[src/rtl/insn_parcel_buffer_pkg.sv]
// Shared fetch-path types: the 16-bit parcel as written by fetch and the
// assembled instruction handed to decode.
package RafiTypes;

    localparam int PARCEL_WIDTH = 16;
    localparam int INSN_WIDTH   = 2 * PARCEL_WIDTH;

    typedef struct packed {
        logic [31:0]             pc;
        logic [PARCEL_WIDTH-1:0] insn;
        logic                    fault;
        logic                    interrupt_valid;
        logic [3:0]              interrupt_code;
    } parcel_entry_t;

    typedef struct packed {
        logic [31:0]           pc;
        logic [INSN_WIDTH-1:0] insn;
        logic                  compressed;
        logic                  fault;
        logic                  interrupt_valid;
        logic [3:0]            interrupt_code;
    } insn_entry_t;

    // A parcel whose two low bits are set opens a 32-bit instruction.
    function automatic logic is_32bit_parcel(input logic [PARCEL_WIDTH-1:0] parcel);
        return parcel[1:0] == 2'b11;
    endfunction

endpackage

[src/rtl/insn_parcel_aligner.sv]
// Combinational head assembly: decides whether the head parcels form a
// decodable instruction, builds it, and reports how many parcels it consumes.
module insn_parcel_aligner
    import RafiTypes::*;
#(
    parameter int DEPTH = 8
) (
    input  logic [$clog2(DEPTH+1)-1:0] count_i,
    input  parcel_entry_t              head_parcel_i,
    input  logic [PARCEL_WIDTH-1:0]    next_insn_i,
    input  logic                       next_fault_i,
    output logic                       read_valid_o,
    output insn_entry_t                read_entry_o,
    output logic [1:0]                 pop_len_o
);

    localparam int CW = $clog2(DEPTH+1);

    logic head_is_32;
    logic take_32;

    always_comb begin
        head_is_32 = is_32bit_parcel(head_parcel_i.insn);
        // A faulting head goes out alone so the fault reaches decode even
        // when its partner parcel will never arrive.
        take_32    = head_is_32 && !head_parcel_i.fault;

        read_valid_o = (count_i >= CW'(2))
                    || (count_i == CW'(1) && !head_is_32)
                    || (count_i != '0 && head_parcel_i.fault);

        read_entry_o                 = '0;
        read_entry_o.pc              = head_parcel_i.pc;
        read_entry_o.interrupt_valid = head_parcel_i.interrupt_valid;
        read_entry_o.interrupt_code  = head_parcel_i.interrupt_code;

        if (take_32) begin
            read_entry_o.insn       = {next_insn_i, head_parcel_i.insn};
            read_entry_o.compressed = 1'b0;
            read_entry_o.fault      = head_parcel_i.fault | next_fault_i;
            pop_len_o               = 2'd2;
        end else begin
            read_entry_o.insn       = {{PARCEL_WIDTH{1'b0}}, head_parcel_i.insn};
            read_entry_o.compressed = !head_is_32;
            read_entry_o.fault      = head_parcel_i.fault;
            pop_len_o               = 2'd1;
        end
    end

endmodule

[src/rtl/insn_parcel_buffer.sv]
// Parcel FIFO between fetch and decode; writes visible one cycle later, reads combinational from registers.
// Backpressure: writable_entry_count (registered) gates fetch; over-capacity writes are dropped whole.
// Optional saturating perf counters under RAFI_INSN_BUFFER_PERF_COUNTER_EN.
module insn_parcel_buffer
    import RafiTypes::*;
#(
    parameter int DEPTH = 8
) (
    input  logic                       clk,
    input  logic                       rst,
    input  logic                       flush,
    input  logic                       write_low,
    input  logic                       write_high,
    input  parcel_entry_t              write_entry_low,
    input  parcel_entry_t              write_entry_high,
    output logic [$clog2(DEPTH+1)-1:0] writable_entry_count,
    output logic                       read_valid,
    input  logic                       read_ready,
    output insn_entry_t                read_entry
`ifdef RAFI_INSN_BUFFER_PERF_COUNTER_EN
    ,
    output logic [31:0]                perf_full_cycles,
    output logic [31:0]                perf_empty_cycles
`endif
);

    localparam int PW = $clog2(DEPTH);
    localparam int CW = $clog2(DEPTH+1);

    parcel_entry_t   parcel_q [DEPTH];
    logic [PW-1:0]   head_q, head_d;
    logic [PW-1:0]   tail_q, tail_d;
    logic [CW-1:0]   count_q, count_d;

    logic [PW-1:0]   head_next;
    logic [PW-1:0]   tail_next;
    logic [1:0]      pop_len;
    logic [1:0]      pop_cnt;
    logic [1:0]      wr_cnt;
    logic [1:0]      wr_eff;
    logic [CW:0]     free_after_pop;
    logic            wr_ok;

    assign head_next = head_q + PW'(1);
    assign tail_next = tail_q + PW'(1);

    insn_parcel_aligner #(
        .DEPTH (DEPTH)
    ) u_aligner (
        .count_i       (count_q),
        .head_parcel_i (parcel_q[head_q]),
        .next_insn_i   (parcel_q[head_next].insn),
        .next_fault_i  (parcel_q[head_next].fault),
        .read_valid_o  (read_valid),
        .read_entry_o  (read_entry),
        .pop_len_o     (pop_len)
    );

    assign writable_entry_count = CW'(DEPTH) - count_q;

    always_comb begin
        pop_cnt = (read_valid && read_ready) ? pop_len : 2'd0;
        wr_cnt  = {1'b0, write_low} + {1'b0, write_high};
        // Space freed by this cycle's pop counts, so a full buffer can
        // still take a pair while decode drains a 32-bit instruction.
        free_after_pop = (CW+1)'(DEPTH) - {1'b0, count_q} + (CW+1)'(pop_cnt);
        wr_ok   = (CW+1)'(wr_cnt) <= free_after_pop;
        wr_eff  = wr_ok ? wr_cnt : 2'd0;

        head_d  = head_q + PW'(pop_cnt);
        tail_d  = tail_q + PW'(wr_eff);
        count_d = count_q + CW'(wr_eff) - CW'(pop_cnt);

        if (flush) begin
            head_d  = '0;
            tail_d  = '0;
            count_d = '0;
        end
    end

    always_ff @(posedge clk) begin
        if (rst) begin
            head_q  <= '0;
            tail_q  <= '0;
            count_q <= '0;
        end else begin
            head_q  <= head_d;
            tail_q  <= tail_d;
            count_q <= count_d;
        end
    end

    // Storage needs no reset: count gates every read of it.
    always_ff @(posedge clk) begin
        if (!rst && !flush && wr_ok) begin
            if (write_low) begin
                parcel_q[tail_q] <= write_entry_low;
            end
            if (write_high) begin
                parcel_q[write_low ? tail_next : tail_q] <= write_entry_high;
            end
        end
    end

`ifdef RAFI_INSN_BUFFER_PERF_COUNTER_EN
    logic [31:0] perf_full_q;
    logic [31:0] perf_empty_q;

    always_ff @(posedge clk) begin
        if (rst) begin
            perf_full_q  <= '0;
            perf_empty_q <= '0;
        end else begin
            if (count_q == CW'(DEPTH) && perf_full_q != '1) begin
                perf_full_q <= perf_full_q + 32'd1;
            end
            if (count_q == '0 && perf_empty_q != '1) begin
                perf_empty_q <= perf_empty_q + 32'd1;
            end
        end
    end

    assign perf_full_cycles  = perf_full_q;
    assign perf_empty_cycles = perf_empty_q;
`endif

endmodule

[config.mk]
export PLATFORM = sky130hd
export DESIGN_NAME = insn_parcel_buffer
export DESIGN_NICKNAME = d
export VERILOG_FILES = /design/src/rtl/insn_parcel_buffer_pkg.sv /design/src/rtl/insn_parcel_aligner.sv /design/src/rtl/insn_parcel_buffer.sv
export SDC_FILE = /design/constraint.sdc
export NUM_CORES = 1
export LEC_CHECK = 0
export BUFFER_PORTS_ARGS = -buffer_cell sky130_fd_sc_hd__buf_4
export CORE_MARGIN = 2
export CORE_UTILIZATION = 65
export DETAILED_ROUTE_END_ITERATION = 10
export PLACE_DENSITY = 0.84
export SLEW_MARGIN = 25
export SYNTH_ARGS = -nofsm -noshare
export SYNTH_HDL_FRONTEND = slang
export SYNTH_SLANG_ARGS = --single-unit
[constraint.sdc]
create_clock -name clk -period 14.4 [get_ports clk]
set_input_delay 1.44 -clock clk [delete_from_list [all_inputs] [get_ports clk]]
set_output_delay 1.44 -clock clk [all_outputs]
set_load 0.005 [all_outputs]
==> metrics, run 1 <==
Std-Cell Rows 70; Post-Synthesis Cells 1,341; power per cell area 128 nW/µm²; core box area 36,500 µm²; max cap viols 0; Setup CP Type reg -> reg; WL met2 28.1 mm; share of layout cells above drive strength 1 56.4%; First-pass DRT Iterations 7; CP bufs+invs 6; DRT iter0 DRCs 902; H-tree depth 2; NumNets Final 1,649; CP Max Fanout 55; Max VDD drop 0.0000808 V; CP Capture Type register; Yosys cell types 47; Root Driver clkbuf_16; Final Hold Fails 0; CTS Sinks 442; outcome complete, no violations; Fill cells 2,199; Max transition margin 31.6%; final setup TNS 0 ps; Bufs on Longest Clock Path 3; area post-placement 25,700 µm²; Synth Flop Type edfxtp_1; Critical Path Max Stage Delay 890 ps; Top Layer Used met5; CTS tree built; All-Layer GR Usage 29.3%; wire per inst 27.0 µm; met3 wire len 3.51 mm; clk_lat worst skew 580 ps; Initial Util 65.7%; Worst setup SP type register; gpl congestion 0.767; post-CTS resize count 0; initial antenna violation count 3; DIE AREA 38,500 µm²; global-route wire length before repair 84.3 mm; Layout area overhead 13.1%; fin. max-slew vios 0; unrepaired setup endpoints after global routing no; Synth Area per Inst 17.9 µm²; Via density 6.64; Worst Path Required 14,600 ps; syn nets 1,478; hold bufs inserted after CTS 0; synth warn 0; Vias 13,392; total global routing overflow 0; Num CTS Buffers 47; post-DP HPWL 31.1 mm; ys async rst share 0%; largest net degree at the start of global routing 58; Post-synth EDFFs 432; IO Count 190; vias in the first global route 14,307; routed wire length 54.6 mm; cell family with most CP delay buffers and inverters; f_max 137 MHz; Clock Skews 25.2 ps; min Tclk post-route 7270 ps; leading cell types in the layout, fill and taps excluded edfxtp_1, mux2_2, buf_4; critical-path cell list buf_4 -> buf_16 -> mux4_2 -> mux2i_1 -> a31oi_1 -> o21ai_0 -> ha_1 -> inv_1 -> fa_1 -> inv_1 -> ha_1 -> nor2b_1 -> o221ai_1 -> a221o_1 -> nor4bb_4 -> buf_4 -> o21bai_4 -> buf_4; ANT nets after route 0; Horiz. Die Dim 196 µm; Leakage 9.25 nW; Residual DRC 0; #FFs+latches synth 442; Hold Crit Class reg -> reg; postcts setup bufs 0; height of the chip 196 µm; Mapped Area 24,000 µm²; WL met1 21.5 mm; Final Cell Area 27,100 µm²; Top cell by count, worst path buf_4; Clock transition at path regs 60 ps; # port buffers 189; slowest library cell on the worst path dfxtp_4; Hold Slack 655 ps; most common cell after layout, fill and taps aside edfxtp_1; sequential share of the synthesized area 54.9%; CP arrival 7470 ps; final cycle utilization of the critical path 50.5%; Tightest Pin Transition 1030 ps; setup violators final 0
==> worst paths after layout <==
check	start	end	slack, ps	cells past startpoint
hold / removal	tail_q[2]	tail_q[2]	650	2
setup reg to reg	head_q[1]	parcel_q[6][2]	7130	18
setup / recovery	head_q[1]	parcel_q[6][2]	7130	18
hold reg to reg	tail_q[2]	tail_q[2]	650	2
==> cell usage after synthesis (3+ instances only) <==
| library cell | number | area, µm² |
|---|---|---|
| ha_1 | 18 | 225 |
| xnor2_1 | 6 | 52.6 |
| nand2_2 | 3 | 18.8 |
| o21ai_0 | 7 | 35.0 |
| buf_12 | 12 | 240 |
| inv_1 | 19 | 71.3 |
| mux2_4 | 98 | 1470 |
| clkbuf_1 | 21 | 78.8 |
| buf_2 | 51 | 255 |
| mux2_2 | 342 | 3850 |
| nor2b_1 | 3 | 18.8 |
| and2_1 | 5 | 31.3 |
| mux2_1 | 45 | 507 |
| o21bai_1 | 4 | 30.0 |
| nand2_1 | 42 | 158 |
| mux4_2 | 142 | 3200 |
| a21oi_1 | 17 | 85.1 |
| edfxtp_1 | 432 | 13000 |
| buf_1 | 4 | 15.0 |
| fa_1 | 5 | 100 |
| xor2_1 | 4 | 35.0 |
| dfxtp_1 | 10 | 200 |
| nor2_1 | 14 | 52.6 |
| nor3_1 | 4 | 20.0 |
==> power breakdown <==
| group | internal (W) | total (W) | switching, W |
|---|---|---|---|
| sequential | 0.00148 | 0.00151 | 0.0000359 |
| clock | 0.000644 | 0.00113 | 0.000486 |
| combinational | 0.000439 | 0.000825 | 0.000385 |
| total | 0.00256 | 0.00347 | 0.000907 |
==> per-layer routing <==
layer / up-vias / global-route usage, %
li1: 5794 / -
met1: 6965 / 38.6
met2: 540 / 50.6
met3: 91 / 4.26
met4: 2 / 10.4
met5: - / 0
==> kinds of logic after synthesis <==
logic type,share of synthesized area [%]
adders and majority gates,1.36
AOI/OAI and AO/OA,1.00
muxes,37.7
xor gates and xnor gates,0.365
buffers and inverters,2.88
and+or+nand+nor,1.79
DFF,54.9
==> flip-flops by register name, summed over array words and instances, names as in the netlist <==
name	count
parcel_q	432
head_q	3
tail_q	3
count_q	4
==> tightest hold or removal path: cells and delay by family, from the launching register on <==
family | cells | cell delay, ps
flip-flops | 1 | 390
XOR/XNOR | 1 | 180
AND/OR/NAND/NOR | 1 | 30
==> layout make-up <==
| type | count | area (µm²) | share of cell area, % |
|---|---|---|---|
| antenna | 3 | 7.51 | 0.0277 |
| clock inverter | 24 | 164 | 0.604 |
| clock buffer | 60 | 1250 | 4.59 |
| tap | 468 | 586 | 2.16 |
| timing repair buffer | 213 | 1620 | 5.97 |
| inverter | 20 | 75.1 | 0.277 |
| sequential | 442 | 13200 | 48.6 |
| multi-input combinational | 788 | 10200 | 37.8 |
==> metrics by stage <==
stage / total power (W) / utilization (%) / cells / setup slack, ps
after global routing: 0.00360 / 74.3 / 2017 / 6680
after global placement: 0.00234 / 70.3 / 1930 / 7080
final: 0.00347 / 74.3 / 2018 / 7130
after CTS: 0.00349 / 74.2 / 2015 / 7160
after floorplan: 0.00208 / - / 1341 / 6490
after detailed placement: 0.00236 / 70.4 / 1931 / 7180
No activity file was read; power rests on OpenSTA's default activity.
==> inputs of run 2 (changes only) <==
--- a/config.mk
+++ b/config.mk
@@ -7,9 +7,9 @@
 export LEC_CHECK = 0
 export BUFFER_PORTS_ARGS = -buffer_cell sky130_fd_sc_hd__buf_4
 export CORE_MARGIN = 2
-export CORE_UTILIZATION = 65
+export CORE_UTILIZATION = 61
 export DETAILED_ROUTE_END_ITERATION = 10
-export PLACE_DENSITY = 0.84
+export PLACE_DENSITY = 0.8
 export SLEW_MARGIN = 25
 export SYNTH_ARGS = -nofsm -noshare
 export SYNTH_HDL_FRONTEND = slang
==> constraint.sdc (replaced) <==
create_clock -name clk -period 7.5 [get_ports clk]
set_input_delay 0.75 -clock clk [delete_from_list [all_inputs] [get_ports clk]]
set_output_delay 0.75 -clock clk [all_outputs]
set_load 0.005 [all_outputs]
==> metrics, run 2 (synthesis gave the netlist of run 1 again) <==
Layout area overhead 13.8%; leading cell types in the layout, fill and taps excluded edfxtp_1, mux2_2, buf_4; postcts setup bufs 0; min Tclk post-route 5910 ps; Max transition margin 33.1%; Layout Cells excl Fill 2,069; CTS tree built; critical-path cell list mux4_2 -> mux2i_1 -> a31oi_1 -> o21ai_0 -> ha_1 -> inv_1 -> fa_1 -> inv_1 -> ha_1 -> nor2b_1 -> o221ai_1 -> a221o_1 -> and3_4 -> o21bai_4 -> buf_12; post-DP HPWL 34.2 mm; CTS Sinks 442; outcome complete, no violations; max cap viols 0; # diodes 0; Final Hold Fails 0; First-pass DRT Iterations 4; total power 0.00667 W; NumNets Final 1,655; setup violators final 0; Root Driver clkbuf_16; slowest library cell on the worst path and3_4; fin. max-slew vios 0; Critical Path Max Stage Delay 880 ps; height of the chip 202 µm; Worst setup SP type register; share of layout cells above drive strength 1 57.0%; top flop regs parcel_q: 432 flops, count_q: 4 flops; Setup WS pre-CTS 1580 ps; DRT iter0 DRCs 1,080; largest net degree at the start of global routing 56; Initial Util 61.9%; power per cell area 244 nW/µm²; ANT nets after route 0; placed cell count 1,987; Clock Skews 17.8 ps; All-Layer GR Usage 27.8%; Tightest Pin Transition 1000 ps; Num CTS Buffers 46; max reg flops 432; # port buffers 189; final cycle utilization of the critical path 78.8%; initial antenna violation count 4; clk_lat worst skew 570 ps; total global routing overflow 0; wire per inst 27.5 µm; IO Count 190; Leakage 9.31 nW; Clock transition at path regs 60 ps; unrepaired setup endpoints after global routing no; Setup CP Type reg -> reg; Bufs on Longest Clock Path 3; Hold Crit Class in -> reg; CP Max Fanout 40; global-route wire length before repair 86.5 mm; routed wire length 56.9 mm; Std-Cell Rows 72; CP Capture Type register; core box area 38,700 µm²; vias in the first global route 14,175; setup slack after layout 1590 ps; Hold Slack 526 ps; FF/Latch Area 13,200 µm²; hold bufs inserted after CTS 0; DIE AREA 40,900 µm²; Vias 13,560; gpl congestion 0.784; Fill cells 2,507; Multi-input gate area 10,300 µm²; CP arrival 6140 ps; post-CTS resize count 0; Via density 6.55; H-tree depth 2; Reg with most FFs parcel_q; Residual DRC 0; Worst Path Required 7730 ps; Horiz. Die Dim 202 µm; f_max 169 MHz; most common cell after layout, fill and taps aside edfxtp_1; Max VDD drop 0.000232 V
==> run 2: worst paths after layout <==
| path | startpoint | end | slack (ps) | cells after the start |
|---|---|---|---|---|
| setup / recovery | head_q[0] | parcel_q[5][41] | 1590 | 15 |
| hold / removal | write_entry_low[49] | parcel_q[6][49] | 530 | 2 |
| setup reg to reg | head_q[0] | parcel_q[5][41] | 1590 | 15 |
| hold reg to reg | tail_q[2] | tail_q[2] | 650 | 2 |
==> run 2: critical path: cells and delay by family (launching register included) <==
family / cells / cell delay [ps]
adders and majority gates: 3 / 1020
and+or+nand+nor: 2 / 1020
AOI/OAI and AO/OA: 5 / 1460
muxes: 2 / 930
buffers and inverters: 3 / 480
DFF: 1 / 640
==> run 2: power by group <==
group	internal, W	switching (W)	leakage (nW)	total (W)
Sequential	0.00284	0.0000717	3.98	0.00291
Combinational	0.000850	0.000762	4.64	0.00161
Clock	0.00120	0.000946	0.677	0.00215
==> run 2: per-layer routing <==
layer,routed length (µm),global-route usage [%],up-vias
met5,46,0,-
met4,1040,6.62,8
met3,3830,4.48,79
met2,28900,47.4,536
met1,23100,37.9,7130
li1,-,-,5807
==> run 2: layout make-up <==
cell class / instances / area share (%)
tap: 518 / 2.37
multi-input combinational: 788 / 37.6
timing repair buffer: 220 / 6.44
clock buffer: 59 / 4.39
inverter: 20 / 0.275
clock inverter: 22 / 0.660
sequential: 442 / 48.3
==> run 2: stage by stage <==
stage | utilization, % | cell area (µm²) | setup TNS [ps]
after floorplan | - | 24000 | -24400
after global placement | 66.8 | 25900 | 0
after detailed placement | 66.9 | 25900 | 0
after CTS | 70.4 | 27300 | 0
after global routing | 70.5 | 27300 | 0
final | 70.5 | 27300 | 0
==> inputs of run 3 (changes only) <==
==> constraint.sdc (replaced) <==
create_clock -name clk -period 6.2 [get_ports clk]
set_input_delay 0.62 -clock clk [delete_from_list [all_inputs] [get_ports clk]]
set_output_delay 0.62 -clock clk [all_outputs]
set_load 0.005 [all_outputs]
==> metrics, run 3 (synthesis gave the netlist of run 1 again) <==
f_max 190 MHz; vias in the first global route 14,232; IO Count 190; power per cell area 292 nW/µm²; setup violators final 0; routed wire length 58.0 mm; Final Cell Area 27,400 µm²; core box area 38,700 µm²; Initial Util 61.9%; H-tree depth 2; gpl congestion 0.812; CTS tree built; min Tclk post-route 5270 ps; CTS Sinks 442; fin. max-slew vios 0; placed cell count 1,996; Setup CP Type reg -> reg; cells on worst reg2reg path 17; unrepaired setup endpoints after global routing no; Comb power frac 24.7%; clk_lat worst skew 570 ps; Hold Crit Depth 2; leading cell types in the layout, fill and taps excluded edfxtp_1, mux2_2, buf_4; Max VDD drop 0.000245 V; post-DP HPWL 34.1 mm; Via density 6.45; Worst Path Required 6390 ps; Int Pwr 0.00589 W; DRT iter0 DRCs 1,156; Leakage 9.32 nW; ANT nets after route 0; Residual DRC 0; share of layout cells above drive strength 1 57.1%; postcts setup bufs 0; outcome complete, no violations; area post-placement 26,000 µm²; DIE AREA 40,900 µm²; Layout area overhead 14.1%; wire per inst 27.9 µm; final cycle utilization of the critical path 84.9%; Clock transition at path regs 60 ps; height of the chip 202 µm; CP Max Fanout 41; post-CTS resize count 0; hold bufs inserted after CTS 0; Num CTS Buffers 45; # port buffers 189; Reg2Reg Setup Slack 930 ps; Psw 0.00211 W; Final Hold Fails 0; most common cell after layout, fill and taps aside edfxtp_1; global-route wire length before repair 88.0 mm; Worst setup SP type register; setup slack after layout 935 ps; Bufs on Longest Clock Path 3; Vias 13,428; First-pass DRT Iterations 5; largest net degree at the start of global routing 59; Horiz. Die Dim 202 µm; Reg with most FFs parcel_q; clock share of power 31.6%; max cap viols 0; Util after Layout 70.7%; Sequential Power Share 43.7%; Std-Cell Rows 72; CP Capture Type register; NumNets Final 1,662; max reg flops 432; Clock Skews 19.7 ps; top flop regs parcel_q: 432 flops, count_q: 4 flops; initial antenna violation count 10; All-Layer GR Usage 28.9%; Max transition margin 29.8%; Switching Share 26.4%; Hold Crit Class in -> reg; Layout Cells excl Fill 2,081; total global routing overflow 0; Tightest Pin Transition 1050 ps; CP arrival 5460 ps; Setup WS pre-CTS 975 ps; Root Driver clkbuf_16
## run 3: routing by layer
layer	routed length [µm]	GRT usage, %	share of wire (%)
met5	65	0	0.11
met4	1500	9.72	2.6
met3	4300	5.27	7.4
met2	28700	47.9	50
met1	23400	39.0	40
## run 3: final timing paths
path | startpoint | end
worst min register to register | tail_q[2] | tail_q[2]
worst max-delay path | head_q[0] | parcel_q[0][46]
worst min-delay path | write_entry_low[18] | parcel_q[6][18]
worst max register to register | head_q[0] | parcel_q[0][46]
## run 3: worst max-delay path, stage by stage, from the launching register on
cell      delay, ps
dfxtp_4         460
mux4_2          530
mux2_2          290
and2_1          210
nor2_1          160
o21ai_0         110
ha_1            230
inv_1            80
fa_1            410
inv_1            80
ha_1            230
nor2b_1         140
o221ai_1        210
a221o_1         250
buf_4           240
or2b_1          390
o21ai_4         200
buf_4           620
## run 3: cell type report
cell class / count / area (µm²)
fillers: 2502 / 11400
well taps: 518 / 648
repair buffers: 228 / 1820
multi-input cells: 788 / 10300
flip-flops and latches: 442 / 13200
inverters: 20 / 75.1
diodes: 5 / 12.5
clock inverters: 20 / 114
clock buffers: 60 / 1220
## run 3: power groups by stage
stage,Sequential (W),Clock [W],Combinational (W)
3_5_place_dp,0.00356,0,0.00198
5_1_grt,0.00351,0.00267,0.00214
4_1_cts,0.00350,0.00256,0.00199
3_3_place_gp,0.00355,0,0.00194
6_report,0.00350,0.00253,0.00198
2_1_floorplan,0.00354,0,0.00129
## run 3: metrics by stage
step	power, W	setup TNS [ps]	hold WS [ps]
floorplan	0.00483	-88670	574
global placement	0.00550	0	617
detailed placement	0.00554	0	615
CTS	0.00805	0	367
global route	0.00832	0	386
finish	0.00800	0	396
